==> config.mk <==
export PLATFORM = sky130hd
export DESIGN_NAME = matrix_loader
export DESIGN_NICKNAME = d
export VERILOG_FILES = /design/src/rtl/matrix_loader.sv
export SDC_FILE = /design/constraint.sdc
export NUM_CORES = 1
export LEC_CHECK = 0
export CELL_PAD_IN_SITES_DETAIL_PLACEMENT = 1
export CELL_PAD_IN_SITES_GLOBAL_PLACEMENT = 1
export CORE_UTILIZATION = 40
export CTS_CLUSTER_SIZE = 16
export DETAILED_ROUTE_END_ITERATION = 12
export HOLD_SLACK_MARGIN = 0.02
export PLACE_DENSITY_LB_ADDON = 0.1
export SYNTH_ARGS = -nofsm -noshare
export SYNTH_HDL_FRONTEND = slang
export SYNTH_SLANG_ARGS = --single-unit
==> constraint.sdc <==
create_clock -name CLK -period 2.1 [get_ports CLK]
set_clock_uncertainty 0.05 [all_clocks]
set_input_delay 0.42 -clock CLK [delete_from_list [all_inputs] [get_ports CLK]]
set_output_delay 0.42 -clock CLK [all_outputs]
set_load 0.05 [all_outputs]
==> src/rtl/matrix_loader.sv <==
// matrix_loader: assembles a stream of ELEM_W-bit elements into 4x4 matrices.
// The matrices are held in two ping-pong buffers. The loader accepts new elements while
// the downstream consumer works through completed matrices.
// Optional feature: define MATRIX_LOADER_TRANSPOSE_EN to store column-major input row-major.
module matrix_loader #(
    parameter int unsigned ELEM_W = 16,
    parameter int unsigned N_ELEM = 16
) (
    input  logic                     CLK,
    input  logic                     reset,
    input  logic [ELEM_W-1:0]        elem_in,
    input  logic                     elem_valid,
    input  logic                     elem_last,
    input  logic [3:0]               op_in,
    output logic                     elem_ready,
    output logic [ELEM_W*N_ELEM-1:0] Matrix_in,
    output logic [3:0]               command,
    output logic                     mat_valid,
    input  logic                     mat_ready,
    output logic [1:0]               fill_level,
    output logic                     short_flag
);

    localparam int unsigned MAT_W = ELEM_W * N_ELEM;
    localparam int unsigned IDX_W = $clog2(N_ELEM);
    localparam logic [IDX_W-1:0] LAST_IDX = IDX_W'(N_ELEM - 1);

    // Ping-pong matrix storage and the command captured with each matrix.
    logic [MAT_W-1:0] buf_q [2];
    logic [MAT_W-1:0] buf_d [2];
    logic [3:0]       cmd_q [2];
    logic [3:0]       cmd_d [2];

    logic             wr_sel_q, wr_sel_d;
    logic             rd_sel_q, rd_sel_d;
    logic [1:0]       count_q, count_d;
    logic [IDX_W-1:0] idx_q, idx_d;
    logic             short_q, short_d;
    // Held low through reset so elem_ready only rises on the first edge after release.
    logic             ready_q;

    logic             accept;
    logic             consume;
    logic             complete;
    logic [IDX_W-1:0] slot;

    // Map the incoming element index to its storage slot.
`ifdef MATRIX_LOADER_TRANSPOSE_EN
    // Column-major input: element i lands at row (i mod 4), column (i div 4).
    assign slot = {idx_q[1:0], idx_q[3:2]};
`else
    assign slot = idx_q;
`endif

    // Handshake qualifiers for the write and read sides.
    always_comb begin
        elem_ready = ready_q && (count_q != 2'd2);
        mat_valid  = (count_q != 2'd0);
        accept     = elem_valid && elem_ready;
        consume    = mat_valid && mat_ready;
        complete   = accept && (elem_last || (idx_q == LAST_IDX));
    end

    // Next-state logic: element write, pointer toggles and occupancy count.
    always_comb begin
        buf_d    = buf_q;
        cmd_d    = cmd_q;
        wr_sel_d = wr_sel_q;
        rd_sel_d = rd_sel_q;
        count_d  = count_q;
        idx_d    = idx_q;
        short_d  = 1'b0;

        if (accept) begin
            // Starting a matrix wipes stale data so a short matrix ends in zeros.
            if (idx_q == '0) begin
                buf_d[wr_sel_q] = '0;
                cmd_d[wr_sel_q] = op_in;
            end
            for (int unsigned s = 0; s < N_ELEM; s++) begin
                if (slot == IDX_W'(s)) begin
                    buf_d[wr_sel_q][s*ELEM_W +: ELEM_W] = elem_in;
                end
            end
            if (complete) begin
                idx_d    = '0;
                wr_sel_d = ~wr_sel_q;
                short_d  = elem_last && (idx_q != LAST_IDX);
            end else begin
                idx_d = idx_q + 1'b1;
            end
        end

        if (consume) begin
            rd_sel_d = ~rd_sel_q;
        end

        unique case ({complete, consume})
            2'b10:   count_d = count_q + 2'd1;
            2'b01:   count_d = count_q - 2'd1;
            default: count_d = count_q;
        endcase
    end

    // State registers; an asynchronous reset discards partial and held matrices alike.
    always_ff @(posedge CLK or negedge reset) begin
        if (!reset) begin
            buf_q    <= '{default: '0};
            cmd_q    <= '{default: '0};
            wr_sel_q <= 1'b0;
            rd_sel_q <= 1'b0;
            count_q  <= 2'd0;
            idx_q    <= '0;
            short_q  <= 1'b0;
            ready_q  <= 1'b0;
        end else begin
            buf_q    <= buf_d;
            cmd_q    <= cmd_d;
            wr_sel_q <= wr_sel_d;
            rd_sel_q <= rd_sel_d;
            count_q  <= count_d;
            idx_q    <= idx_d;
            short_q  <= short_d;
            ready_q  <= 1'b1;
        end
    end

    // Present only completed matrices; the fill buffer stays hidden while nothing is valid.
    always_comb begin
        Matrix_in  = mat_valid ? buf_q[rd_sel_q] : '0;
        command    = mat_valid ? cmd_q[rd_sel_q] : 4'h0;
        fill_level = count_q;
        short_flag = short_q;
    end

endmodule

======== Word level (Yosys, flattened, before mapping) ========
Index checks and enable logic that the tools add are counted.
storage, ports and cells
  flip-flop bits (word level) ............. 530
  input port bits ......................... 25
  output and inout bits ................... 265
  word-level logic and storage cells ...... 151
cells by class
  add/subtract/negate cells ............... 3
  magnitude comparators ................... 3
  equality and inequality tests ........... 19
  multiplexer cells ....................... 98
  bitwise operators ....................... 6
  reduce and logical (&&, ||, !) cells .... 12
operators by type and width
  cell                                                              count
  512-bit 2-to-1 mux                                                33
  512-bit bitwise mux                                               16
  256-bit demux with 1-bit select                                   17
  256-bit 2-to-1 mux                                                6
  512-bit AND                                                       1
  512-bit NOT                                                       1
  240-bit 2-to-1 mux                                                1
  224-bit 2-to-1 mux                                                1
  208-bit 2-to-1 mux                                                1
  192-bit 2-to-1 mux                                                1
  176-bit 2-to-1 mux                                                1
  160-bit 2-to-1 mux                                                1
  144-bit 2-to-1 mux                                                1
  128-bit 2-to-1 mux                                                1
  112-bit 2-to-1 mux                                                1
  96-bit 2-to-1 mux                                                 1
  80-bit 2-to-1 mux                                                 1
  64-bit 2-to-1 mux                                                 1
  48-bit 2-to-1 mux                                                 1
  4-bit == test (second input constant)                             8
  32-bit 2-to-1 mux                                                 1
  4-bit 2-to-1 mux                                                  6
  4-bit by 3-bit == test with 1-bit output (second input constant)  4
  16-bit 2-to-1 mux                                                 1
  22 further kinds                                                  34

======== Depth between registers and ports, before layout ========
Gate-level depths: netlist of the first run.
  word-level depth ........................ 56
  gate-level depth with buffers ........... 9
  depth with buffers taken out ............ 7

======== Worst setup path after synthesis of the first run ========
No wires, ideal clock.
  path kind ............................... reg-to-output
  from .................................... register rd_sel_q
  to ...................................... output Matrix_in[71]
  arrival ................................. 2.042 ns
  data required time ...................... 1.630 ns
  setup slack ............................. -0.412 ns
  cell stages (with the launch flop) ...... 6
  path buffers ............................ 3
  path through ............................ dfrtp_1 clkbuf_1 clkbuf_1 clkbuf_1 mux2i_1 nor2_1
between the ends
  longest elaborated chain between the ends .. 5
ends and longest elaborated chain
  what                                                   RTL line  source
  start, declared                                        35        logic rd_sel_q, rd_sel_d;
  start signal, assigned                                 120       rd_sel_q <= rd_sel_d;
  1-bit NOT with 2-bit output (not written as such)      130       Matrix_in = mat_valid ? buf_q[rd_sel_q] : '0;
  256-bit 2-to-1 mux (not written as such) (3 in a row)  130
  256-bit 2-to-1 mux                                     130
  end, declared                                          16        output logic [ELEM_W*N_ELEM-1:0] Matrix_in,
Every way passes these cells. The select of a mux whose other input is x is not followed.

======== Final worst setup path of the first run ========
  from .................................... register rd_sel_q
  to ...................................... output Matrix_in[84]
The elaborated chain is that of the path after synthesis.

==> results of run 1 <==
## final timing paths
kind / start / endpoint / slack [ps] / cells after the start
worst min-delay path: reset / async pin / 320 / 2
min in group CLK: op_in[0] / cmd_q[0] / 420 / 2
worst max register to register: fill_level[1] / register / -80 / 7
worst min register to register: register / register / 430 / 2
worst max-delay path: rd_sel_q / Matrix_in[84] / -530 / 5
max in group asynchronous: reset / rd_sel_q / 850 / 3
## stage by stage
stage | hold WS, ps | utilization | power [W] | cells
6_report | 319 | 0.610 | 0.0437 | 3486
5_1_grt | 328 | 0.610 | 0.0453 | 3486
4_1_cts | 308 | 0.586 | 0.0419 | 3457
3_5_place_dp | 357 | 0.529 | 0.0289 | 3335
3_3_place_gp | 346 | 0.529 | 0.0285 | 3335
2_1_floorplan | 74.4 | - | 0.0219 | 2215
## worst register-to-register path: cells and delay by family, from the launching register on
kind            cells  cell delay (ps)
compound gates      1              230
buf+inv             3              530
simple gates        3              840
flops               1              430
## placed cells by master, fill, tap and decap left out, types with 10 or more instances in the layout
master	instances
dfrtp_1	526
nand2_1	301
buf_4	285
o21ai_0	208
a22o_1	194
nor2_2	164
buf_12	156
mux2i_1	100
mux2i_2	91
o2bb2ai_1	82
nor2_4	77
mux2i_4	69
clkbuf_16	64
buf_6	51
mux2_2	42
nor2_1	39
nand3_1	34
buf_8	28
clkdlybuf4s50_1	23
buf_16	21
and2_1	17
nor2b_1	15
clkbuf_8	14
nand4_1	10
## power by group through the flow
stage | registers, W | logic (W) | clock network (W)
floorplan | 0.0122 | 0.00970 | 0
CTS | 0.0124 | 0.0188 | 0.0107
global route | 0.0126 | 0.0216 | 0.0111
global placement | 0.0123 | 0.0162 | 0
detailed placement | 0.0124 | 0.0165 | 0
finish | 0.0124 | 0.0207 | 0.0106
## area by class of cell
| cell class | instances | area (µm²) | share of cell area |
|---|---|---|---|
| flip-flops and latches | 530 | 13300 | 0.374 |
| multi-input cells | 1514 | 12000 | 0.337 |
| repair buffers | 573 | 7280 | 0.206 |
| clock buffers | 80 | 1650 | 0.0466 |
| well taps | 765 | 957 | 0.0270 |
| clock inverters | 19 | 300 | 0.00847 |
| inverters | 4 | 15.0 | 0.000424 |
| diodes | 1 | 2.50 | 0.0000706 |
## metal layers
| layer | vias to the layer above | track usage |
|---|---|---|
| met4 | 0 | 0.0771 |
| met3 | 124 | 0.0355 |
| met2 | 525 | 0.499 |
| met1 | 10600 | 0.389 |
| met5 | - | 0 |
| li1 | 8754 | - |
## cell families (layout without fill, tap and decap cells)
| group | count (synthesis) | count (layout) |
|---|---|---|
| multiplexers | 302 | 302 |
| AND/OR/NAND/NOR | 699 | 699 |
| buffers and inverters | 171 | 676 |
| AO/OA/AOI/OAI | 501 | 501 |
| flip-flops | 530 | 530 |
| other | 1 | 2 |
| XOR/XNOR | 6 | 6 |
| adder cells (fa/ha/maj) | 5 | 5 |
## repair_timing
item / 4_1_cts / 5_1_grt
hold endpoints to repair: 29 / 0
gates resized for setup: 205 / 210
cloned: 9 / 8
pin swaps: 4 / 29
setup endpoints to repair: 305 / 458
hold buffers: 1 / 0
buffers inserted: 13 / 20
==> metrics.md, run 1 <==
| Metric | Value |
|---|---|
| Outcome | complete, but fails checks |
| Failing checks | setup timing |
| Seq cells post-synth | 530 |
| Main combinational cell family by area after synthesis | compound AO/OA/AOI/OAI gates |
| Critical Path AT | approximately 2200 ps |
| CTS tree | built |
| Clock sinks | 530 |
| Cell chain of the critical path | buf_12, bufbuf_16, mux2i_4, nor2_2, buf_12 |
| HPWL Detailed | 59.2 mm |
| Sequential area share after synthesis | 0.559 |
| Longest Clk Path Bufs | 3 |
| Comb pwr share | 0.473 |
| Number of DRC violations after detailed-routing iteration 0 | 1199 |
| Synth Area in XOR/XNOR | 0.00222 |
| Pin count of the biggest net entering global routing | between 70 and 80 |
| Slew HR | 0.649 |
| Clock-pin slew on the worst setup and hold paths | 70 ps |
| Number of enable flip-flop cells after synthesis | 0 |
| Post-route ant nets | 0 |
| Clock share of power | 0.242 |
| Adder-Cell Fraction of Synth Area | 0.00264 |
| DR top layer | met4 |
| Largest delay share family, worst path | buffers and inverters |
| Die Ht | about 250 µm |
| Count leader, synth | dfrtp_1 |
| Placer congestion estimate | 0.827 |
| Switching power share of the total | 0.383 |
| Synth Area in Simple Gates | 0.125 |
| DRC Markers | 0 |
| Area added between synthesis and finish | 49.4% |
| RSZ-0062 raised after global routing | yes |
| Met1 Wirelength | 37.8 mm |
| Fin crit period | 2630 ps |
| Final setup fails | 302 |
| Final number of hold-violating endpoints | 0 |
| Worst skew pair latency | 620 ps |
| Post-Syn Instances | 2215 |
| Core box area | 58100 µm² |
| Routed wire per std cell | about 26 µm |
| Ys flop type | dfrtp_1 |
| Layout cells sized above 1 | 0.407 |
| Worst setup margin | -526 ps |
| CP Buf/Inv Count | 3 |
| Critical path fanouts, max | 17 |
| Register share of total power | 0.285 |
| Pre-antenna DRT Iters | 5 |
| GRT Overall Usage | 0.291 |
| H-tree levels | 2 |
| Setup TNS | -109880 ps |
| Kind of critical path | reg -> out |
| Final period util | 1.25 |
| YS warnings | 0 |
| Synth unique cells | 46 |
| First-pass GRT wire length | 134 mm |
| Met3 Routed Length | 3.78 mm |
| Slew @ Worst Pin | 526 ps |
| Sw power | 0.0167 W |
| Vias per inst | 5.73 |
| Pins Over Slew Limit | 0 |
| Top cell type's share of synthesized area | 0.559 |
| Syn_nets | around 2200 |
| Num CTS Buffers | 54 |
| Post-Syn Area | 23700 µm² |
| Die span in x | roughly 250 µm |
| Max-cap viol count | 0 |
| Post-Route WL | about 90 mm |
| Hold Path Class | in -> async |
| Die footprint | 60300 µm² |
| Synth Area in Compound Gates | 0.151 |
| Placement Cell Area | 30700 µm² |
| Nature of the critical path startpoint | register |
| Mux contribution to synthesized area | 0.130 |
| Initial antenna violation count | 2 |
| Nets | 2707 |
| Max Freq | 0.381 GHz |
| Worst endpoint required time | around 1600 ps |
| Vias in the first global route | 21000 |
| CP endpoint kind | output pin |
| Row count | 88 |
| Io pins | 290 |
| Root Buffer | clkbuf_16 |
| CP max-delay cell | dfrtp_4 |
| I/O Buffers | 289 |
| Initial Utilization | 0.408 |
| Syn avg cell area | 10.7 µm² |
| Synth top area cells | dfrtp_1 56%, mux2i_1 11%, a22o_1 7.2%, nand2_1 4.8%, o21ai_0 4.4% |
| Peak VDD IR | around 920 µV |
| Met2 wire length | 45.8 mm |
| Crit path largest cell delay | around 450 ps |
| Cell taking the most area after synthesis | dfrtp_1 |
| P_int | 0.0270 W |
| Commonest cells in the synthesized netlist | 530 x dfrtp_1, 301 x nand2_1, 277 x nor2_1 |
| Layout fillers | 5697 |
| PwrDens | between 1000 and 1500 nW/µm² |
| CP most frequent cell | buf_12 |
| GRT overflow | 0 |
| Via count | 20000 |
| Fin area | 35400 µm² |
| Asr flop ratio synth | 1.00 |
| Pre-CTS WS | -442 ps |
| Leakage | 15.4 nW |
Note: power is estimated with default switching activity, not from simulation.
==> run 2, diff against run 1 <==
--- a/config.mk
+++ b/config.mk
@@ -8,10 +8,9 @@
 export CELL_PAD_IN_SITES_DETAIL_PLACEMENT = 1
 export CELL_PAD_IN_SITES_GLOBAL_PLACEMENT = 1
 export CORE_UTILIZATION = 40
-export CTS_CLUSTER_SIZE = 16
 export DETAILED_ROUTE_END_ITERATION = 12
 export HOLD_SLACK_MARGIN = 0.02
-export PLACE_DENSITY_LB_ADDON = 0.1
+export PLACE_DENSITY = 0.77
 export SYNTH_ARGS = -nofsm -noshare
 export SYNTH_HDL_FRONTEND = slang
 export SYNTH_SLANG_ARGS = --single-unit
==> run 2 against run 1 <==
  * The flow still finishes with violations (setup timing)
  * Critical path depth up 1
  * Worst hold slack got worse by 100 ps
  * Core utilization up 3.3 points
  * Clock power about the same
  * Clock-buffer cell count is 11 lower
  * Sequential cell count unchanged
  * Worst setup slack got worse by 74 ps
  * Total power is 7.0% higher
  * Design area grew 5.3%
  * Critical endpoint is now Matrix_in[166]
  * Highest routed layer is now met5
==> metrics.md, run 2 (synthesis gave the netlist of run 1 again) <==
| Metric | Value |
|---|---|
| Crit path to | Matrix_in[166] |
| Nets | roughly 2700 |
| Failing checks | setup timing |
| Pin count of the biggest net entering global routing | between 90 and 100 |
| Die Ht | 246 µm |
| Register share of total power | 0.272 |
| Area added between synthesis and finish | 57.4% |
| CP most frequent cell | buf_12 |
| Switching power share of the total | 0.401 |
| Root Buffer | clkbuf_16 |
| Vias per inst | 6.18 |
| Row count | between 80 and 90 |
| Io pins | 290 |
| Num CTS Buffers | 56 |
| Routed wire per std cell | 31.4 µm |
| Crit path largest cell delay | 450 ps |
| Initial antenna violation count | 1 |
| Number of DRC violations after detailed-routing iteration 0 | 2109 |
| Final setup fails | 269 |
| Largest delay share family, worst path | buffers and inverters |
| Max Freq | 0.370 GHz |
| Cell chain of the critical path | buf_12, buf_16, buf_4, mux2i_4, nor2_4, buf_12 |
| Fin crit period | 2700 ps |
| Placer congestion estimate | 0.861 |
| Worst endpoint required time | 1630 ps |
| Nature of the critical path startpoint | register |
| Worst skew pair latency | 620 ps |
| Crit. path cell count | 6 |
| Peak VDD IR | 1530 µV |
| Pre-CTS WS | -429 ps |
| First-pass GRT wire length | 150 mm |
| Leakage | about 16 nW |
| Final Util | 0.642 |
| Critical path fanouts, max | 14 |
| Slew @ Worst Pin | about 600 ps |
| Post-route ant nets | 0 |
| GRT overflow | 0 |
| Hold Path Class | in -> async |
| CTS tree | built |
| GRT Overall Usage | 0.331 |
| Critical Path AT | 2230 ps |
| Pins Over Slew Limit | 0 |
| Most frequent cells in the layout | 525 x dfrtp_1, 300 x nand2_1, 266 x buf_12 |
| Via count | 21600 |
| DRC Markers | 0 |
| Comb pwr share | 0.499 |
| Core box area | roughly 58000 µm² |
| Pre-antenna DRT Iters | 5 |
| Longest Clk Path Bufs | 3 |
| Initial Utilization | 0.408 |
| Max-cap viol count | 0 |
| Die span in x | 246 µm |
| CP Buf/Inv Count | 4 |
| Slew HR | 0.600 |
| Worst setup margin | -600 ps |
| HPWL Detailed | 61.9 mm |
| RR Startpoint | ready_q |
| PwrDens | 1250 nW/µm² |
| H-tree levels | 2 |
| Cell count of the worst reg-to-reg path | 6 |
| Layout cells sized above 1 | 0.431 |
| Kind of critical path | reg -> out |
| Clock-pin slew on the worst setup and hold paths | 70 ps |
| I/O Buffers | 289 |
| P_int | around 0.028 W |
| Final period util | 1.29 |
| RSZ-0062 raised after global routing | yes |
| Vias in the first global route | 22700 |
| Post-Route WL | 110 mm |
| Die footprint | ~60000 µm² |
| Final number of hold-violating endpoints | 0 |
| Layout fillers | 5456 |
| Worst Setup SP | rd_sel_q |
| Outcome | complete, but fails checks |
| Fin cells | 3491 |
| Placed cells | 3321 |
| Clock share of power | 0.228 |
| CP endpoint kind | output pin |
| Pwr Total | 0.0468 W |
| Clock sinks | 530 |
| Commonest non-fill, non-tap cell in the layout | dfrtp_1 |
| Worst reg2reg setup slack | -50 ps |
| Sw power | 0.0187 W |
| CP max-delay cell | dfrtp_4 |
run 2: cell count changes in the layout (fill, tap and decap cells not counted), sizes merged:
cell / delta
clkinv: +6
buf: -5
clkinvlp: +4
clkbuf: -3
inv: +2
bufbuf: +1
run 2: final cells by class:
type                       instances  area (µm²)  area share
clock inverter                    31         393      0.0105
sequential                       530       13300       0.356
clock buffer                      69        1520      0.0407
inverter                           4        17.5    0.000469
timing repair buffer             577        8650       0.232
multi-input combinational       1514       12500       0.335
antenna                            1        2.50   0.0000670
tap                              765         957      0.0256
run 2: worst register-to-register path: stages (launching register included):
cell and delay [ps]:
dfrtp_1 540, nand2_1 190, buf_4 200, nor4_2 360, buf_4 200, nand2_1 200
o21ai_0 330
run 2: stage by stage:
step,cell area [µm²],hold slack [ps],setup TNS [ps]
finish,37300,216,-109740
global route,37300,231,-119510
CTS,35600,214,-108920
detailed placement,32100,257,-62510
global placement,32100,256,-33930
floorplan,24500,74.4,-8970
run 2: power by group through the flow:
stage	sequential (W)	clock, W	combinational (W)
after floorplan	0.0122	0	0.00970
after global placement	0.0123	0	0.0167
after detailed placement	0.0125	0	0.0171
after CTS	0.0125	0.0105	0.0200
after global routing	0.0128	0.0110	0.0240
final	0.0127	0.0107	0.0233
run 2: how the worst min path moves through the flow:
stage,start,end,slack (ps),depth (start not counted)
finish,reset,async pin,220,2
CTS,reset,async pin,210,2
detailed placement,reset,async pin,260,1
global route,reset,async pin,230,2
floorplan,reset,async pin,70,0
global placement,reset,async pin,260,1
run 2: what timing repair did:
action	CTS	global route
buffers inserted	19	24
endpoints found under the setup margin	348	506
hold buffers	1	0
hold endpoints to repair	151	0
pin swaps	3	14
gates cloned	9	18
resized for setup	224	243
run 2: per-layer routing:
| layer | global-route usage | up-vias | part of all wire |
|---|---|---|---|
| met3 | 0.0522 | 312 | 0.067 |
| met5 | 0 | - | 0.00012 |
| met2 | 0.571 | 1155 | 0.51 |
| met4 | 0.151 | 2 | 0.052 |
| met1 | 0.406 | 11300 | 0.37 |
| li1 | - | 8770 | - |
==> RTL change 1: new RTL, config.mk and constraints of run 2 <==
Add a define of `MATRIX_LOADER_TRANSPOSE_EN`.
--- a/src/rtl/matrix_loader.sv
+++ b/src/rtl/matrix_loader.sv
@@ -4,2 +4,4 @@
 // Optional feature: define MATRIX_LOADER_TRANSPOSE_EN to store column-major input row-major.
+`define MATRIX_LOADER_TRANSPOSE_EN
+
 module matrix_loader #(
Function: not settled (the Yosys comparison gave no result); the edit may change what the design does.
==> RTL change 1 against run 2 <==
The flow still finishes with violations (negative setup slack); utilization is 1.1 points higher; total power is 20% higher; synthesized cell count is 4.3% higher; critical path depth stayed put; sequential cell count stayed put; worst setup slack worse by 89 ps; count of clock-buffer cells in the layout is 11 higher; combinational power is 34% higher; area after synthesis is 4.7% higher; routed wire length is 11% higher; die area is 4.7% higher; design area is 6.3% higher; global-route usage is 0.30 points higher.
==> RTL change 1: results (changes against run 2) <==
| Metric | Value |
|---|---|
| Synth area leaders | dfrtp_1 53%, mux2i_1 12%, a22o_1 6.3% |
| DR iter-0 viols | 2506 (+19%) |
| Synth unique cells | 54 (+17%) |
| Critical path arrival | 2320 ps (+90 ps) |
| Share of post-route cells with drive strength above 1 | 46.06% (+3.0 points) |
| Register area share after synthesis | 53.40% (-2.5 points) |
| Met3 WL | 10030 um (+36%) |
| Setup ws final | -689.4 ps (-89.33 ps) |
| First-pass GRT wire length | 158900 um (+6.1%) |
| Initial antenna violation count | 3 (+2) |
| Slew @ Worst Pin | 864.1 ps (+265.4 ps) |
| Placed Instances | 3442 (+3.6%) |
| Leakage Power | 17.10 nW (+8.5%) |
| Largest net degree at the start of global routing | 65 (-29%) |
| NumNets Final | 2850 (+5.0%) |
| Post-CTS resize count | 400 (+79%) |
| Worst-path maximum fanout | 12 (-2) |
| Post-Synth Adder-Cell Area | 0.2519% (-0.012 points) |
| Post-synthesis mux area share | 16.27% (+3.3 points) |
| Comb pwr share | 55.9% (+6.0 points) |
| Status | complete, but fails checks |
| Int Pwr | 32.54 mW (+16%) |
| Failing checks | negative setup slack |
| Vias in the first global route | 24.01k (+5.7%) |
| Setup Viol. Count Final | 322 (+20%) |
| Clock tree cell share of total cell area | 4.581% (-0.54 points) |
| Sequential power | 14.2 mW (+12%) |
| DP Wirelength | 63760 um (+3.1%) |
| Post-Synthesis Cells | 2310 (+4.3%) |
| Post-Synthesis Net Count | 2340 (+4.2%) |
| Pre-CTS setup slack | -363.6 ps (+65.30 ps) |
| R2R depth | 5 (-1) |
| Avg WL per Cell | 33.38 um (+6.4%) |
| Global Route met3 Usage | 6.244% (+1.0 points) |
| Bufs w/o clock | 658 (+14%) |
| Detailed-route vias per instance | 6.350 (+2.7%) |
| Inverters | 35 (+31) |
| Clock buffer count | 80 (+16%) |
| Setup bufs post-CTS | 33 (+14) |
| Complex-gate fraction of the synthesized area | 14.13% (-0.94 points) |
| GR Util met2 | 55.79% (-1.3 points) |
| Synth Area in XOR/XNOR | 0.1763% (-0.045 points) |
| Layout fillers | 5622 (+3.0%) |
| Multi-input comb cells | 1539 (+1.7%) |
| Setup TNS | -137610 ps (-27870 ps) |
| Hold WS | 326.7 ps (+111.2 ps) |
| Reg2reg start | idx_q[3] |
| Met2 Routed Length | 59370 um (+6.1%) |
| Final Instance Count excl. Fillers | 3640 (+4.3%) |
| Fraction of area in multi-input gates | 34.21% (+0.69 points) |
| Routability Congestion | 0.8622 (about the same) |
| Wl on met1 | 43820 um (+8.3%) |
| Met1 Use GR | 41.29% (+0.66 points) |
| Most used DFF post-synth | dfrtp_1 |
RTL change 1: critical path: stages, from the launching register on:
cell and delay (ps):
dfrtp_4 510, buf_12 240, buf_12 230, mux2i_1 280, buf_4 180, nor2_2 40, buf_4 180
RTL change 1: worst max path at each step:
stage                                end          start  depth (start not counted)  slack (ps)
after CTS                 Matrix_in[162]       rd_sel_q                          5        -550
final                     Matrix_in[209]       rd_sel_q                          6        -690
after floorplan            Matrix_in[60]  fill_level[1]                          4        -160
after detailed placement        register     elem_valid                          7        -360
after global routing      Matrix_in[209]       rd_sel_q                          6        -720
after global placement          register     elem_valid                          7        -230
RTL change 1: metrics by stage:
| step | area, um2 | power, mW | utilization (%) |
|---|---|---|---|
| final | 39680 | 56.00 | 65.26 |
| after global routing | 39680 | 57.20 | 65.26 |
| after CTS | 37980 | 51.09 | 62.46 |
| after detailed placement | 33350 | 35.68 | 54.85 |
| after global placement | 33350 | 34.91 | 54.85 |
| after floorplan | 25490 | 25.61 | - |
==> RTL change 2: new RTL, config.mk and constraints of run 2 <==
Without the edit above. Reset style: synchronous (`reset`), changed in one clocked block. Comments in the files are not updated.
--- a/src/rtl/matrix_loader.sv
+++ b/src/rtl/matrix_loader.sv
@@ -105,3 +105,3 @@
     // State registers; an asynchronous reset discards partial and held matrices alike.
-    always_ff @(posedge CLK or negedge reset) begin
+    always_ff @(posedge CLK) begin
         if (!reset) begin
Check against the original RTL: not settled (the Yosys comparison gave no result); the edit may change what the design does.
==> RTL change 2 against run 2 <==
The flow still finishes with violations (negative setup slack); via count increased by 11%; global-route usage increased by 0.22 points; worst setup slack improved by 53 ps; design area decreased by 1.0%; sequential cell count unchanged; area after synthesis decreased by 0.23%; routed wire length increased by 9.7%; die area decreased by 0.23%; largest cell class is now multi-input combinational cells.
Power is not compared: it rests on default switching activity, and its combinational part moved more than twofold at a synthesized area within 25%.
==> RTL change 2: results (changes against run 2) <==
| Metric | Value |
|---|---|
| Status | complete, but fails checks |
| Failing checks | negative setup slack |
| R2R depth | 7 (+1) |
| Worst-path maximum fanout | 8 (-6) |
| Synth async-reset ratio | 0% (-100 points) |
| Min-Delay Path Class | input port to register |
| Most frequent cells after synthesis | 596 x nor2_1, 530 x dfxtp_1, 280 x mux2i_1, 266 x o221a_2, 230 x clkbuf_1 |
| Share of post-route cells with drive strength above 1 | 49.95% (+6.9 points) |
| Met2 Routed Length | 56400 um (+0.77%) |
| Wl on met1 | 44320 um (+9.5%) |
| Area after DPL | 31380 um2 (-2.1%) |
| Initial antenna violation count | 2 (+1) |
| DP Wirelength | 65750 um (+6.3%) |
| Setup ws final | -547.0 ps (+52.99 ps) |
| Most used DFF post-synth | dfxtp_1 |
| Top layer in use | met4 |
| Post-Synthesis Net Count | 2526 (+13%) |
| DR iter-0 viols | 2619 (+24%) |
| Setup Viol. Count Final | 447 (+66%) |
| Routed Wire Length | 120200 um (+9.7%) |
| Met1 Use GR | 41.76% (+1.1 points) |
| Detailed-route vias per instance | 6.450 (+4.3%) |
| Synth unique cells | 48 (+4.3%) |
| Slowest stage delay, CP | 400 ps (-50 ps) |
| Crit path from | rd_sel_q |
| Commonest non-fill, non-tap cell in the layout | dfxtp_1 |
| Critical path arrival | 2180 ps (-50 ps) |
| Synth area leaders | dfxtp_1 45%, o221a_2 13%, mux2i_1 12% |
-- RTL change 2: cell count changes in the layout (fill, tap and decap cells not counted), moves of 46 or more --
cell / run 2 / this run
a22o_1: 194 / 0
a32o_1: 0 / 110
buf_12: 266 / 220
buf_4: 212 / 274
dfrtp_1: 525 / 0
dfxtp_1: 0 / 524
nand2_1: 300 / 100
nor2_1: 19 / 345
o211a_1: 0 / 48
o21ai_0: 205 / 51
o221a_2: 0 / 266
o2bb2ai_1: 82 / 15
-- RTL change 2: logic make-up (layout without fill, tap and decap cells) --
family,Yosys count,after routing,synth area share (%)
other,0,2,0
AND/OR/NAND/NOR,808,808,14.09
multiplexers,280,280,11.84
AO/OA/AOI/OAI,571,571,23.82
flip-flops,530,530,44.83
buffers and inverters,297,738,4.970
XOR/XNOR,5,5,0.1851
adder cells (fa/ha/maj),5,5,0.2643
-- RTL change 2: repair_timing --
item	in CTS	in global routing
pin swaps	1	30
endpoints found under the setup margin	279	340
resized for setup	191	369
buffers inserted	11	25
cloned	3	24
-- RTL change 2: area by class of cell --
type / instances / area [um2]
well taps: 765 / 957.2
inverters: 5 / 23.77
repair buffers: 631 / 8572
clock inverters: 28 / 272.8
flip-flops and latches: 530 / 10630
multi-input cells: 1669 / 14900
fillers: 5642 / 21090
clock buffers: 74 / 1570
diodes: 2 / 5.005
-- RTL change 2: power by group through the flow --
stage	sequential (mW)	combinational [mW]	clock, mW
after floorplan	10.4	2.52	0
after global placement	10.4	4.25	0
after detailed placement	10.4	4.37	0
after CTS	10.2	5.07	10.2
after global routing	10.2	7.21	10.9
final	10.2	7.11	10.5
-- RTL change 2: worst register-to-register path, cell delays in order, from the launching register on --
cell	delay [ps]
dfxtp_4	370
inv_4	70
ha_4	140
buf_4	240
nand2b_1	160
or4_1	490
buf_12	210
o31ai_1	460
